**src/rtl/data_mem_ctrl_if.sv**
```systemverilog
// data_mem_ctrl_if
//   Bundles the two buses of the memory-stage responder: the pipeline
//   request/response bus and the word-wide synchronous SRAM bus.
//
//   Pipeline side : req_i, mem_rw_i, mem_size_i, mem_unsigned_i, addr_i,
//                   wdata_i (requests); stall_o, rdata_o, rvalid_o (responses)
//   SRAM side     : sram_en_o, sram_we_o, sram_be_o, sram_addr_o,
//                   sram_wdata_o (strobes); sram_rdata_i (read data, one
//                   cycle after a read strobe)
//
//   modport slave  : the controller
//   modport master : the environment (pipeline + SRAM)
interface data_mem_ctrl_if #(
  parameter int ADDR_W = 32
);
  // pipeline request
  logic              req_i;
  logic              mem_rw_i;
  logic [1:0]        mem_size_i;
  logic              mem_unsigned_i;
  logic [ADDR_W-1:0] addr_i;
  logic [31:0]       wdata_i;
  // pipeline response
  logic              stall_o;
  logic [31:0]       rdata_o;
  logic              rvalid_o;
  // SRAM bus
  logic              sram_en_o;
  logic              sram_we_o;
  logic [3:0]        sram_be_o;
  logic [ADDR_W-3:0] sram_addr_o;
  logic [31:0]       sram_wdata_o;
  logic [31:0]       sram_rdata_i;

  modport slave (
    input  req_i, mem_rw_i, mem_size_i, mem_unsigned_i, addr_i, wdata_i,
    input  sram_rdata_i,
    output stall_o, rdata_o, rvalid_o,
    output sram_en_o, sram_we_o, sram_be_o, sram_addr_o, sram_wdata_o
  );

  modport master (
    output req_i, mem_rw_i, mem_size_i, mem_unsigned_i, addr_i, wdata_i,
    output sram_rdata_i,
    input  stall_o, rdata_o, rvalid_o,
    input  sram_en_o, sram_we_o, sram_be_o, sram_addr_o, sram_wdata_o
  );
endinterface

```
**src/rtl/data_mem_ctrl.sv**
```systemverilog
// data_mem_ctrl
//   Memory-stage responder between the pipeline and a word-wide synchronous
//   data SRAM. Generates byte enables and lane-shifted store data, returns
//   sign/zero-extended load data one cycle after the final read, and splits
//   word-crossing accesses into two SRAM accesses with a one-cycle stall.
//
//   Ports:
//     clk   : clock, all state updates on the rising edge
//     rst_n : synchronous active-low reset
//     bus   : data_mem_ctrl_if.slave (pipeline bus + SRAM bus)
module data_mem_ctrl #(
  parameter int ADDR_W = 32
) (
  input logic           clk,
  input logic           rst_n,
  data_mem_ctrl_if.slave bus
);

  localparam int WA_W = ADDR_W - 2;

  typedef enum logic {
    ST_IDLE  = 1'b0,
    ST_SPLIT = 1'b1
  } state_e;

  // Everything needed to issue the second half of a split access.
  typedef struct packed {
    logic            rw;
    logic [1:0]      size;
    logic            uns;
    logic [1:0]      off;
    logic [WA_W-1:0] addr;
    logic [3:0]      be;
    logic [31:0]     wdata;
  } split_desc_t;

  // Load whose final read has been issued and whose data returns next cycle.
  typedef struct packed {
    logic       valid;
    logic [1:0] off;
    logic [1:0] size;
    logic       uns;
    logic       split;
  } pend_desc_t;

  state_e      state, state_nxt;
  split_desc_t desc;
  pend_desc_t  pend;
  logic [31:0] lo_buf;

  // Request decode
  logic [1:0]      off;
  logic [WA_W-1:0] wa;
  logic [WA_W-1:0] wa_next;
  logic            is_half;
  logic            is_word;
  logic            split_req;
  logic [3:0]      mask;
  logic [7:0]      be_wide;
  logic [63:0]     wdata_wide;
  logic            accept;
  logic            accept_split;
  logic            last_load_read;

  // NOTE: every variable assigned in an always_comb gets a default at the top
  // of the block; a path that leaves one unassigned would infer a latch.
  always_comb begin
    off        = bus.addr_i[1:0];
    wa         = bus.addr_i[ADDR_W-1:2];
    wa_next    = wa + WA_W'(1);              // wraps at the top of the space
    is_word    = bus.mem_size_i[1];          // size 3 behaves as word
    is_half    = (bus.mem_size_i == 2'd1);
    mask       = is_word ? 4'b1111 : (is_half ? 4'b0011 : 4'b0001);
    be_wide    = {4'b0000, mask} << off;
    wdata_wide = {32'b0, bus.wdata_i} << {off, 3'b000};
    split_req  = (is_half && off == 2'd3) || (is_word && off != 2'd0);
    // Requests are ignored while reset is held and while finishing a split.
    accept       = rst_n && bus.req_i && (state == ST_IDLE);
    accept_split = accept && split_req;
    // Cycle issuing the read whose data completes a load.
    last_load_read = (accept && !bus.mem_rw_i && !split_req) ||
                     (rst_n && state == ST_SPLIT && !desc.rw);
  end

  // FSM: state register
  // NOTE: sequential state uses non-blocking assignments only, so every
  // register samples pre-edge values regardless of process ordering.
  always_ff @(posedge clk) begin
    if (!rst_n) state <= ST_IDLE;
    else        state <= state_nxt;
  end

  // FSM: next state
  always_comb begin
    state_nxt = state;
    case (state)
      ST_IDLE:  if (accept_split) state_nxt = ST_SPLIT;
      ST_SPLIT: state_nxt = ST_IDLE;
      default:  state_nxt = ST_IDLE;
    endcase
  end

  // FSM: outputs. The first (or only) access always uses the low lane halves;
  // the second access of a split replays the registered high halves.
  always_comb begin
    bus.sram_en_o    = 1'b0;
    bus.sram_we_o    = 1'b0;
    bus.sram_be_o    = 4'b0000;
    bus.sram_addr_o  = '0;
    bus.sram_wdata_o = 32'b0;
    bus.stall_o      = 1'b0;
    if (rst_n) begin
      case (state)
        ST_IDLE: begin
          if (bus.req_i) begin
            bus.sram_en_o    = 1'b1;
            bus.sram_we_o    = bus.mem_rw_i;
            bus.sram_be_o    = be_wide[3:0];
            bus.sram_addr_o  = wa;
            bus.sram_wdata_o = wdata_wide[31:0];
            bus.stall_o      = split_req;
          end
        end
        ST_SPLIT: begin
          bus.sram_en_o    = 1'b1;
          bus.sram_we_o    = desc.rw;
          bus.sram_be_o    = desc.be;
          bus.sram_addr_o  = desc.addr;
          bus.sram_wdata_o = desc.wdata;
        end
        default: ;
      endcase
    end
  end

  // Pending-load tracking. Only the valid bit needs a reset value; the
  // remaining fields are qualified by it.
  always_ff @(posedge clk) begin
    if (!rst_n) begin
      pend <= '0;
    end else begin
      pend.valid <= last_load_read;
      if (state == ST_SPLIT) begin
        pend.off   <= desc.off;
        pend.size  <= desc.size;
        pend.uns   <= desc.uns;
        pend.split <= 1'b1;
      end else begin
        pend.off   <= off;
        pend.size  <= bus.mem_size_i;
        pend.uns   <= bus.mem_unsigned_i;
        pend.split <= 1'b0;
      end
    end
  end

  // NOTE: pure data holders (split descriptor, low read buffer) carry no
  // reset; they are always written before the control state that uses them.
  always_ff @(posedge clk) begin
    if (accept_split) begin
      desc.rw    <= bus.mem_rw_i;
      desc.size  <= bus.mem_size_i;
      desc.uns   <= bus.mem_unsigned_i;
      desc.off   <= off;
      desc.addr  <= wa_next;
      desc.be    <= be_wide[7:4];
      desc.wdata <= wdata_wide[63:32];
    end
    if (state == ST_SPLIT) lo_buf <= bus.sram_rdata_i;
  end

  // Load return: realign the (one or two) words and extend to 32 bits.
  logic [31:0] rd_shift;

  always_comb begin
    rd_shift = pend.split
             ? 32'({bus.sram_rdata_i, lo_buf} >> {pend.off, 3'b000})
             : 32'({32'b0, bus.sram_rdata_i} >> {pend.off, 3'b000});
    bus.rvalid_o = rst_n && pend.valid;
    bus.rdata_o  = 32'b0;
    if (bus.rvalid_o) begin
      if (pend.size[1])
        bus.rdata_o = rd_shift;
      else if (pend.size[0])
        bus.rdata_o = {{16{rd_shift[15] & ~pend.uns}}, rd_shift[15:0]};
      else
        bus.rdata_o = {{24{rd_shift[7] & ~pend.uns}}, rd_shift[7:0]};
    end
  end

endmodule
```
**src/flat_wrapper.sv**
```systemverilog
// flat-port wrapper written by rule: the top's interface ports become plain ports
module data_mem_ctrl_flat 
#(
  parameter int ADDR_W = 32
)
  (clk, rst_n, bus_req_i, bus_mem_rw_i, bus_mem_size_i, bus_mem_unsigned_i, bus_addr_i, bus_wdata_i, bus_sram_rdata_i, bus_stall_o, bus_rdata_o, bus_rvalid_o, bus_sram_en_o, bus_sram_we_o, bus_sram_be_o, bus_sram_addr_o, bus_sram_wdata_o);
  data_mem_ctrl_if #(.ADDR_W(ADDR_W)) bus_i ();
  input logic clk;
  input logic rst_n;
  input wire logic [$bits(bus_i.req_i)-1:0] bus_req_i;
  input wire logic [$bits(bus_i.mem_rw_i)-1:0] bus_mem_rw_i;
  input wire logic [$bits(bus_i.mem_size_i)-1:0] bus_mem_size_i;
  input wire logic [$bits(bus_i.mem_unsigned_i)-1:0] bus_mem_unsigned_i;
  input wire logic [$bits(bus_i.addr_i)-1:0] bus_addr_i;
  input wire logic [$bits(bus_i.wdata_i)-1:0] bus_wdata_i;
  input wire logic [$bits(bus_i.sram_rdata_i)-1:0] bus_sram_rdata_i;
  output wire logic [$bits(bus_i.stall_o)-1:0] bus_stall_o;
  output wire logic [$bits(bus_i.rdata_o)-1:0] bus_rdata_o;
  output wire logic [$bits(bus_i.rvalid_o)-1:0] bus_rvalid_o;
  output wire logic [$bits(bus_i.sram_en_o)-1:0] bus_sram_en_o;
  output wire logic [$bits(bus_i.sram_we_o)-1:0] bus_sram_we_o;
  output wire logic [$bits(bus_i.sram_be_o)-1:0] bus_sram_be_o;
  output wire logic [$bits(bus_i.sram_addr_o)-1:0] bus_sram_addr_o;
  output wire logic [$bits(bus_i.sram_wdata_o)-1:0] bus_sram_wdata_o;
  assign bus_i.req_i = bus_req_i;
  assign bus_i.mem_rw_i = bus_mem_rw_i;
  assign bus_i.mem_size_i = bus_mem_size_i;
  assign bus_i.mem_unsigned_i = bus_mem_unsigned_i;
  assign bus_i.addr_i = bus_addr_i;
  assign bus_i.wdata_i = bus_wdata_i;
  assign bus_i.sram_rdata_i = bus_sram_rdata_i;
  assign bus_stall_o = bus_i.stall_o;
  assign bus_rdata_o = bus_i.rdata_o;
  assign bus_rvalid_o = bus_i.rvalid_o;
  assign bus_sram_en_o = bus_i.sram_en_o;
  assign bus_sram_we_o = bus_i.sram_we_o;
  assign bus_sram_be_o = bus_i.sram_be_o;
  assign bus_sram_addr_o = bus_i.sram_addr_o;
  assign bus_sram_wdata_o = bus_i.sram_wdata_o;
  data_mem_ctrl #(.ADDR_W(ADDR_W)) u_core (.clk(clk), .rst_n(rst_n), .bus(bus_i));
endmodule
```
**config.mk**
```make
export PLATFORM = sky130hd
export DESIGN_NAME = data_mem_ctrl_flat
export DESIGN_NICKNAME = d
export VERILOG_FILES = /design/src/rtl/data_mem_ctrl_if.sv /design/src/rtl/data_mem_ctrl.sv /design/src/flat_wrapper.sv
export SDC_FILE = /design/constraint.sdc
export NUM_CORES = 1
export LEC_CHECK = 0
export CAP_MARGIN = 20
export CORE_MARGIN = 5
export CORE_UTILIZATION = 40
export CTS_CLUSTER_DIAMETER = 200
export DETAILED_ROUTE_END_ITERATION = 10
export GPL_TIMING_DRIVEN = 0
export PLACE_DENSITY = 0.67
export REMOVE_ABC_BUFFERS = 1
export SLEW_MARGIN = 0
export SYNTH_ARGS = -nofsm -noshare
export SYNTH_HDL_FRONTEND = slang
export SYNTH_SLANG_ARGS = --single-unit
```
**constraint.sdc**
```tcl
create_clock -name clk -period 10.1 [get_ports clk]
set_clock_uncertainty 0.2 [all_clocks]
set_input_delay 2.525 -clock clk [delete_from_list [all_inputs] [get_ports clk]]
set_output_delay 2.525 -clock clk [all_outputs]
set_load 0.02 [all_outputs]
```
After elaboration in Yosys (flattened, before gate mapping):

Index checks and enable logic that the tools add are counted.

* logic and storage cells: 68
* input bits: 103
* bits in registers: 112
* output and inout bits: 102

* reductions and logical operators: 16
* muxes and demuxes: 27
* $add $sub $neg: 1
* bitwise logic cells: 4
* eq/ne operators: 2
* shift operators: 4

Operators with widths (count)
* 2-to-1 mux 32 bit: 6
* one-hot mux 32 bit (2 select lines): 1
* left shift 32 x 5 -> 64 bit: 1
* >> shifter 64 x 5 -> 32 bit: 1
* 2-to-1 mux 30 bit: 2
* one-hot mux 30 bit (2 select lines): 1
* >> shifter 32 x 5 -> 32 bit: 1
* adder 30 x 1 -> 30 bit (second input constant): 1
* 2-to-1 mux 4 bit: 3
* logical AND 1 bit: 10
* 2-to-1 mux 1 bit: 8
* one-hot mux 4 bit (2 select lines): 1
* left shift 4 x 2 -> 8 bit: 1
* 2-to-1 mux 6 bit: 1
* one-hot mux 1 bit (2 select lines): 3
* zero test 1 bit: 3
* bitwise AND 1 bit: 2
* == test 2 x 1 -> 1 bit (second input constant): 1
* == test 2 bit (second input constant): 1
* logical OR 1 bit: 2
* 2-to-1 mux 2 bit: 1
* inverter 1 bit: 2
* nonzero test 2 bit: 1

Logic depth before layout (Yosys ltp):

Gate-level depths: netlist of run 1.

* word-level depth: 7
* depth in mapped cells: 8

Worst setup path before layout of run 1:

No wires, ideal clock.

* path type: input to output
* start point: in rst_n
* end point: out bus_rdata_o[21]
* buffers on the path: 1
* arrival time: 3.979 ns
* stages on the path: 7
* path slack: 3.396 ns
* path through: nand2_1 -> inv_1 -> nand3b_1 -> a2111o_1 -> o311a_4 -> buf_6 -> nor2_1

* word-level cells in the longest chain between the ends: 2

RTL lines
* from (decl): line flat_wrapper.sv:9 `input logic rst_n;`
* logical AND 1 bit: line data_mem_ctrl.sv:179 `bus.rvalid_o = rst_n && pend.valid;`
* net bus_rvalid_o: line flat_wrapper.sv:19 `output wire logic [$bits(bus_i.rvalid_o)-1:0] bus_rvalid_o;`
* 2-to-1 mux 32 bit: line data_mem_ctrl.sv:181 `if (bus.rvalid_o) begin`
* to (decl): line flat_wrapper.sv:18 `output wire logic [$bits(bus_i.rdata_o)-1:0] bus_rdata_o;`

The timed path passes the listed nets, and every way through them passes these cells.

Final worst setup path of run 1:

* start point: in rst_n
* end point: out bus_sram_wdata_o[4]

* word-level cells in the longest chain between the ends: 1

RTL lines
* 2-to-1 mux 32 bit: line data_mem_ctrl.sv:112 `if (rst_n) begin`
* to (decl): line flat_wrapper.sv:24 `output wire logic [$bits(bus_i.sram_wdata_o)-1:0] bus_sram_wdata_o;`

No other way between the ends.

==> reports/qor.yml, run 1 <==
route:
  vias_per_cell: 5.63
  firstDrtPassIters: 5
  wl_mm: 19.8
  drt-initial-drc-count: 363
  final_antenna_net_count: 0
  drc: 0
  vias: 5716
  wl_per_cell_um: 19.5
yosys:
  synth_flop_cell: "edfxtp_1"
  synthesis.area_um2: 6500
  syn_area_per_cell_um2: 10.4
  synthArstFlopShare_pct: 0
  ys_ff_latch: 103
  synthCells: 626
  synth_area_leaders: "edfxtp_1 (44%), mux2i_1 (10%), a22o_1 (6.3%)"
  yosysWarnings: 0
  synth_most_common_cell: "edfxtp_1"
  synth_edf_count: 95
  synth_top_area_share_pct: 43.9
  ys_seq_area_share_pct: 46.4
  synthTopCellsByCount: "edfxtp_1 (95), mux2i_1 (68), nand2_1 (54)"
  synth_top_area_cell: "edfxtp_1"
  yosys.cell_types.count: 46
worst_setup_path:
  start_kind: "input pin"
  critical_path.most_common_cell: "clkdlybuf4s50_1"
  path_class: "in -> out"
  crit_slowest_cell: "nor2_1"
  max_stage_delay_ps: 800
  critPathCaptureType: "primary output"
  path_max_fanout: 18
  required_ps: 7380
  crit_path_cell_trace: "clkdlybuf4s50_1 > and3b_1 > buf_8 > nand2b_1 > nor2_1 > a22o_1 > clkdlybuf4s50_1"
  arrival_ps: 6150
floorplan:
  die_height_um: 137
  start_util_pct: 40.9
  rows: 46
  die_x_um: 137
  ios: 205
  core-area_um2: 15900
  die_area_um2: 18900
power:
  total_power_mw: 1.06
  pwr_density_cell_nw_per_um2: 118
  total_leakage_power_nw: 3.09
  peakVddDrop_mv: 0.0749
timing:
  rsz0062_at_grt: "no"
  relSlewSlack_pct: 37.2
  report.final.slew_viol_count: 0
  tightestPinTransition_ps: 941
  fmax_mhz: 113
  fin_crit_ps: 8880
  holdWs_ps: 309
  period_share_pct: 87.9
  hold_viol_final: 0
  tns_ps: 0
  report.final.setup_viol: 0
status:
  outcome: "finished, final reports clean"
clock_network:
  clk-insertion-delay-late_ps: 340
  post_cts_resized: 0
  cts_root_buf: "clkbuf_16"
  cts_hold_buf: 0
  post_cts_buffers: 0
  htree_levels: 3
  clockBufferDepth: 2
  clock-sinks: 103
  cts.reportedPaths.clkPinSlew_ps: 70
  numCtsBuffers: 9
  cts_tree: "yes"
cells_and_area:
  nets: 899
  fillCellCount: 1398
  finish.instance_area_um2: 8970
  synthToLayoutAreaGrowth_pct: 38.0
  n_antenna_cell: 0
  drive_gt1_share_pct: 8.63
global_route:
  grt_use_total_pct: 20.2
  antenna_found_initial: 0
  grt_max_degree: 64
  overflow: 0
  grt_pass1_wl_mm: 30.4
  grt_pass1_vias: 5764
job:
  drv_cap: 0
placed_design:
  hpwl_mm: 13.9
  placed_area_um2: 8690
  gp_congestion: 0.885
  port_buffers: 204
worst_hold_path:
  hold_class: "reg -> reg"
-- cell families (layout without fill, tap and decap cells) --
logic type                 after synthesis  after routing  share of synthesized area (%)
muxes                                  100            100                           16.0
DFF                                    103            103                           46.4
and+or+nand+nor                        182            182                           13.5
adders and majority gates                1              1                          0.192
xor gates and xnor gates                28             28                           3.77
buffers and inverters                   57            231                           3.64
AOI/OAI and AO/OA                      155            155                           16.5
-- critical path, delay by kind of cell --
kind            cells  cell delay [ps]
compound gates      1              280
simple gates        3             1800
buf+inv             3             1540
-- metrics by stage --
step / worst slack [ps] / instances / utilization [%]
finish: 1220 / 1016 / 56.5
detailed placement: 1270 / 1000 / 54.7
floorplan: 3170 / 575 / -
global route: 1010 / 1016 / 56.5
global placement: 737 / 995 / 54.1
CTS: 1240 / 1016 / 56.5
-- final timing paths --
check | end | slack (ps) | from | cells after the start
max | bus_sram_wdata_o[4] | 1220 | rst_n | 7
min | u_core.pend[2]$_SDFF_PN0_ | 310 | u_core.desc[69]$_DFFE_PP_ | 2
max reg2reg | u_core.desc[51]$_DFFE_PP_ | 7320 | u_core.state$_SDFF_PP0_ | 3
min reg2reg | u_core.pend[2]$_SDFF_PN0_ | 310 | u_core.desc[69]$_DFFE_PP_ | 2
-- power by group --
part           internal [mW]  switching [mW]
clock network          0.174           0.158
registers              0.484          0.0104
logic                  0.116           0.118
total                  0.774           0.286
-- cell type report --
type | count | area [µm²] | share of cell area (%)
Multi-Input combinational cell | 466 | 3250 | 36.3
Clock inverter | 5 | 33.8 | 0.377
Clock buffer | 11 | 243 | 2.71
Timing Repair Buffer | 209 | 2130 | 23.7
Inverter | 6 | 22.5 | 0.251
Tap cell | 216 | 270 | 3.01
Sequential cell | 103 | 3020 | 33.6
-- sequential cells by signal (all words and copies together), names as in the netlist --
name and flops:
u_core.state 1, u_core.pend 7, u_core.desc 63, u_core.lo_buf 32
-- per-layer routing --
metal  vias to the layer above  wire length, µm  GRT usage (%)
met5                         -                0              0
met4                         0              266           5.65
met3                        22             1900           6.68
met2                       232             9100           31.9
met1                      2785             8530           26.7
li1                       2677                -              -
-- cells in the final DEF (no fill, tap or decap), drive strengths merged, types with 5 or more instances in the layout --
cell type	instances
nand3	16
buf	7
nor2b	17
xor2	6
and3	12
clkbuf	11
nand4	6
inv	5
mux2	32
mux2i	68
and2	6
nor2	53
edfxtp	95
clkinv	5
o21ai	56
nor3	5
dfxtp	8
xnor2	22
a22o	47
a21oi	25
clkdlybuf4s50	202
o221a	9
a211oi	9
nand2	54
Note: power is estimated with default switching activity, not from simulation.
==> inputs of run 2 (changes only) <==
- SLEW_MARGIN: 0 -> default
==> results of run 2 <==
Final layout, timing and power as in run 1 (identical DEF).
==> inputs of run 3 (changes only) <==
- ABC_AREA: default -> 1
- PLACE_DENSITY: 0.67 -> 0.69
- RECOVER_POWER: default -> 25
- clock period: 10.1 -> 7.6 ns (I/O delays scaled with it)
==> run 3 against run 2 <==
Total power grew 35%; sequential power rose by 32%; final area rose by 4.3%; largest power group unchanged; global-route usage rose by 1.2 points; via count is 17% higher.
==> reports/qor.yml, run 3 <==
clock_network:
  cts.reportedPaths.clkPinSlew_ps: 70
  clock-sinks: 103
  htree_levels: 3
  clockBufferDepth: 2
  clk-insertion-delay-late_ps: 350
  cts_tree: "yes"
  post_cts_resized: 2
  cts_hold_buf: 0
  cts_root_buf: "clkbuf_16"
  post_cts_buffers: 0
  numCtsBuffers: 9
yosys:
  synth_edf_count: 95
  syn_area_per_cell_um2: 7.83
  ys_seq_area_share_pct: 43.9
  yosys.cell_types.count: 46
  synthCells: 876
  synth_top_area_cell: "edfxtp_1"
  synth_most_common_cell: "nand2_1"
  synthArstFlopShare_pct: 0
  synth_top_area_share_pct: 41.6
  synth_flop_cell: "edfxtp_1"
  synthesis.area_um2: 6860
  ys_ff_latch: 103
  yosysWarnings: 0
  synth_area_leaders: "edfxtp_1 (42%), nand2_1 (12%), o21ai_0 (9.0%)"
  synthTopCellsByCount: "nand2_1 (224), o21ai_0 (123), edfxtp_1 (95)"
cells_and_area:
  synthToLayoutAreaGrowth_pct: 36.4
  final_common_cell: "nand2_1"
  fillCellCount: 1605
  drive_gt1_share_pct: 5.52
  finalNonFillerCells: 1274
  top_register: "u_core.desc"
  largest_reg_flops: 63
  final_cell_mix: "nand2_1 (223), clkdlybuf4s50_1 (165), o21ai_0 (123), edfxtp_1 (95)"
  nets: 1150
  top_regs: "u_core.desc: 63 flops, u_core.lo_buf: 32 flops, u_core.pend: 7 flops"
route:
  wl_mm: 21.5
  firstDrtPassIters: 5
  vias: 6712
  final_antenna_net_count: 0
  vias_per_cell: 5.27
  drc: 0
  drt-initial-drc-count: 568
  wl_per_cell_um: 16.9
timing:
  period_share_pct: 95.6
  fin_crit_ps: 7270
  report.final.slew_viol_count: 0
  rsz0062_at_grt: "no"
  tns_ps: 0
  fmax_mhz: 138
  relSlewSlack_pct: 32.0
  hold_viol_final: 0
  tightestPinTransition_ps: 1020
  report.final.setup_viol: 0
worst_setup_path:
  path_max_fanout: 30
  critPathCaptureType: "primary output"
  start_kind: "input pin"
  rr_endpoint: "u_core.desc[50]$_DFFE_PP_"
  reg2reg_depth: 4
  arrival_ps: 5170
  required_ps: 5500
  path_class: "in -> out"
  r2r-start: "u_core.state$_SDFF_PP0_"
  r2r_slack_ps: 4930
global_route:
  grt_use_total_pct: 21.4
  grt_pass1_vias: 6501
  grt_max_degree: 54
  overflow: 0
  grt_pass1_wl_mm: 34.5
  antenna_found_initial: 1
floorplan:
  die_x_um: 141
  ios: 205
  start_util_pct: 41.0
  die_area_um2: 19900
  core-area_um2: 16700
  die_height_um: 141
  rows: 47
worst_hold_path:
  whs_path_depth: 2
  worst_hold_path.endpoint: "u_core.pend[5]$_SDFF_PN0_"
  hold_start: "u_core.desc[67]$_DFFE_PP_"
  hold_class: "reg -> reg"
status:
  outcome: "finished, final reports clean"
power:
  pwr_density_cell_nw_per_um2: 153
  total_leakage_power_nw: 3.54
  peakVddDrop_mv: 0.118
  total_power_mw: 1.43
job:
  drv_cap: 0
placed_design:
  hpwl_mm: 15.2
  port_buffers: 204
  gp_congestion: 0.855
  dpl.cell_count: 1255
## run 3: stage by stage
step / utilization (%) / cell area (µm²) / hold WS, ps / worst slack (ps)
floorplan: - / 6600 / 222 / 1040
global placement: 53.4 / 8920 / 232 / -2220
detailed placement: 54.2 / 9060 / 235 / -417
CTS: 56.0 / 9350 / 248 / 339
global route: 56.0 / 9350 / 294 / 21.1
finish: 56.0 / 9350 / 248 / 332
## run 3: worst max-delay path: stages
cell and delay [ps]:
clkdlybuf4s50_1 520, inv_1 80, nor2_4 230, nand2_2 440, clkinvlp_4 530, nand3_1 410
o21ai_0 330, clkdlybuf4s50_1 710
## run 3: worst max path at each step
stage               cells after the start                        end  slack (ps)          start
global placement                        5  u_core.desc[56]$_DFFE_PP_       -2220  bus_addr_i[1]
finish                                  8        bus_sram_wdata_o[4]         330          rst_n
detailed placement                      8        bus_sram_wdata_o[4]        -420          rst_n
global route                            8        bus_sram_wdata_o[4]          20          rst_n
CTS                                     8        bus_sram_wdata_o[6]         340          rst_n
floorplan                               4   u_core.desc[0]$_DFFE_PP_        1040  bus_addr_i[1]
## run 3: area by class of cell
cell class | instances | area (µm²) | area share [%]
Antenna cell | 3 | 7.51 | 0.0803
Clock buffer | 12 | 236 | 2.53
Clock inverter | 4 | 46.3 | 0.495
Inverter | 81 | 313 | 3.34
Multi-Input combinational cell | 641 | 3290 | 35.1
Sequential cell | 103 | 3020 | 32.2
Tap cell | 220 | 275 | 2.94
Timing Repair Buffer | 210 | 2170 | 23.2
## run 3: cell families (layout without fill, tap and decap cells)
family                     Yosys count  in the layout  synth area share, %
muxes                                2              2                0.292
other                                0              3                    0
AOI/OAI and AO/OA                  212            212                 18.2
buffers and inverters              132            307                 8.25
and+or+nand+nor                    403            403                 26.2
xor gates and xnor gates            23             23                 2.94
adders and majority gates            1              1                0.182
DFF                                103            103                 43.9
## run 3: metal layers
layer	track usage (%)	part of all wire, %	vias up	routed length (µm)
met1	29.0	44	3079	9480
met3	6.26	10	18	2200
met5	0	0	-	0
li1	-	-	3323	-
met2	33.4	44	292	9540
met4	6.27	1.3	0	287
## run 3: where the power goes
part           total [mW]  internal, mW  switching, mW
clock               0.467         0.255          0.213
combinational       0.311         0.132          0.179
sequential          0.650         0.638         0.0123
total                1.43          1.02          0.404
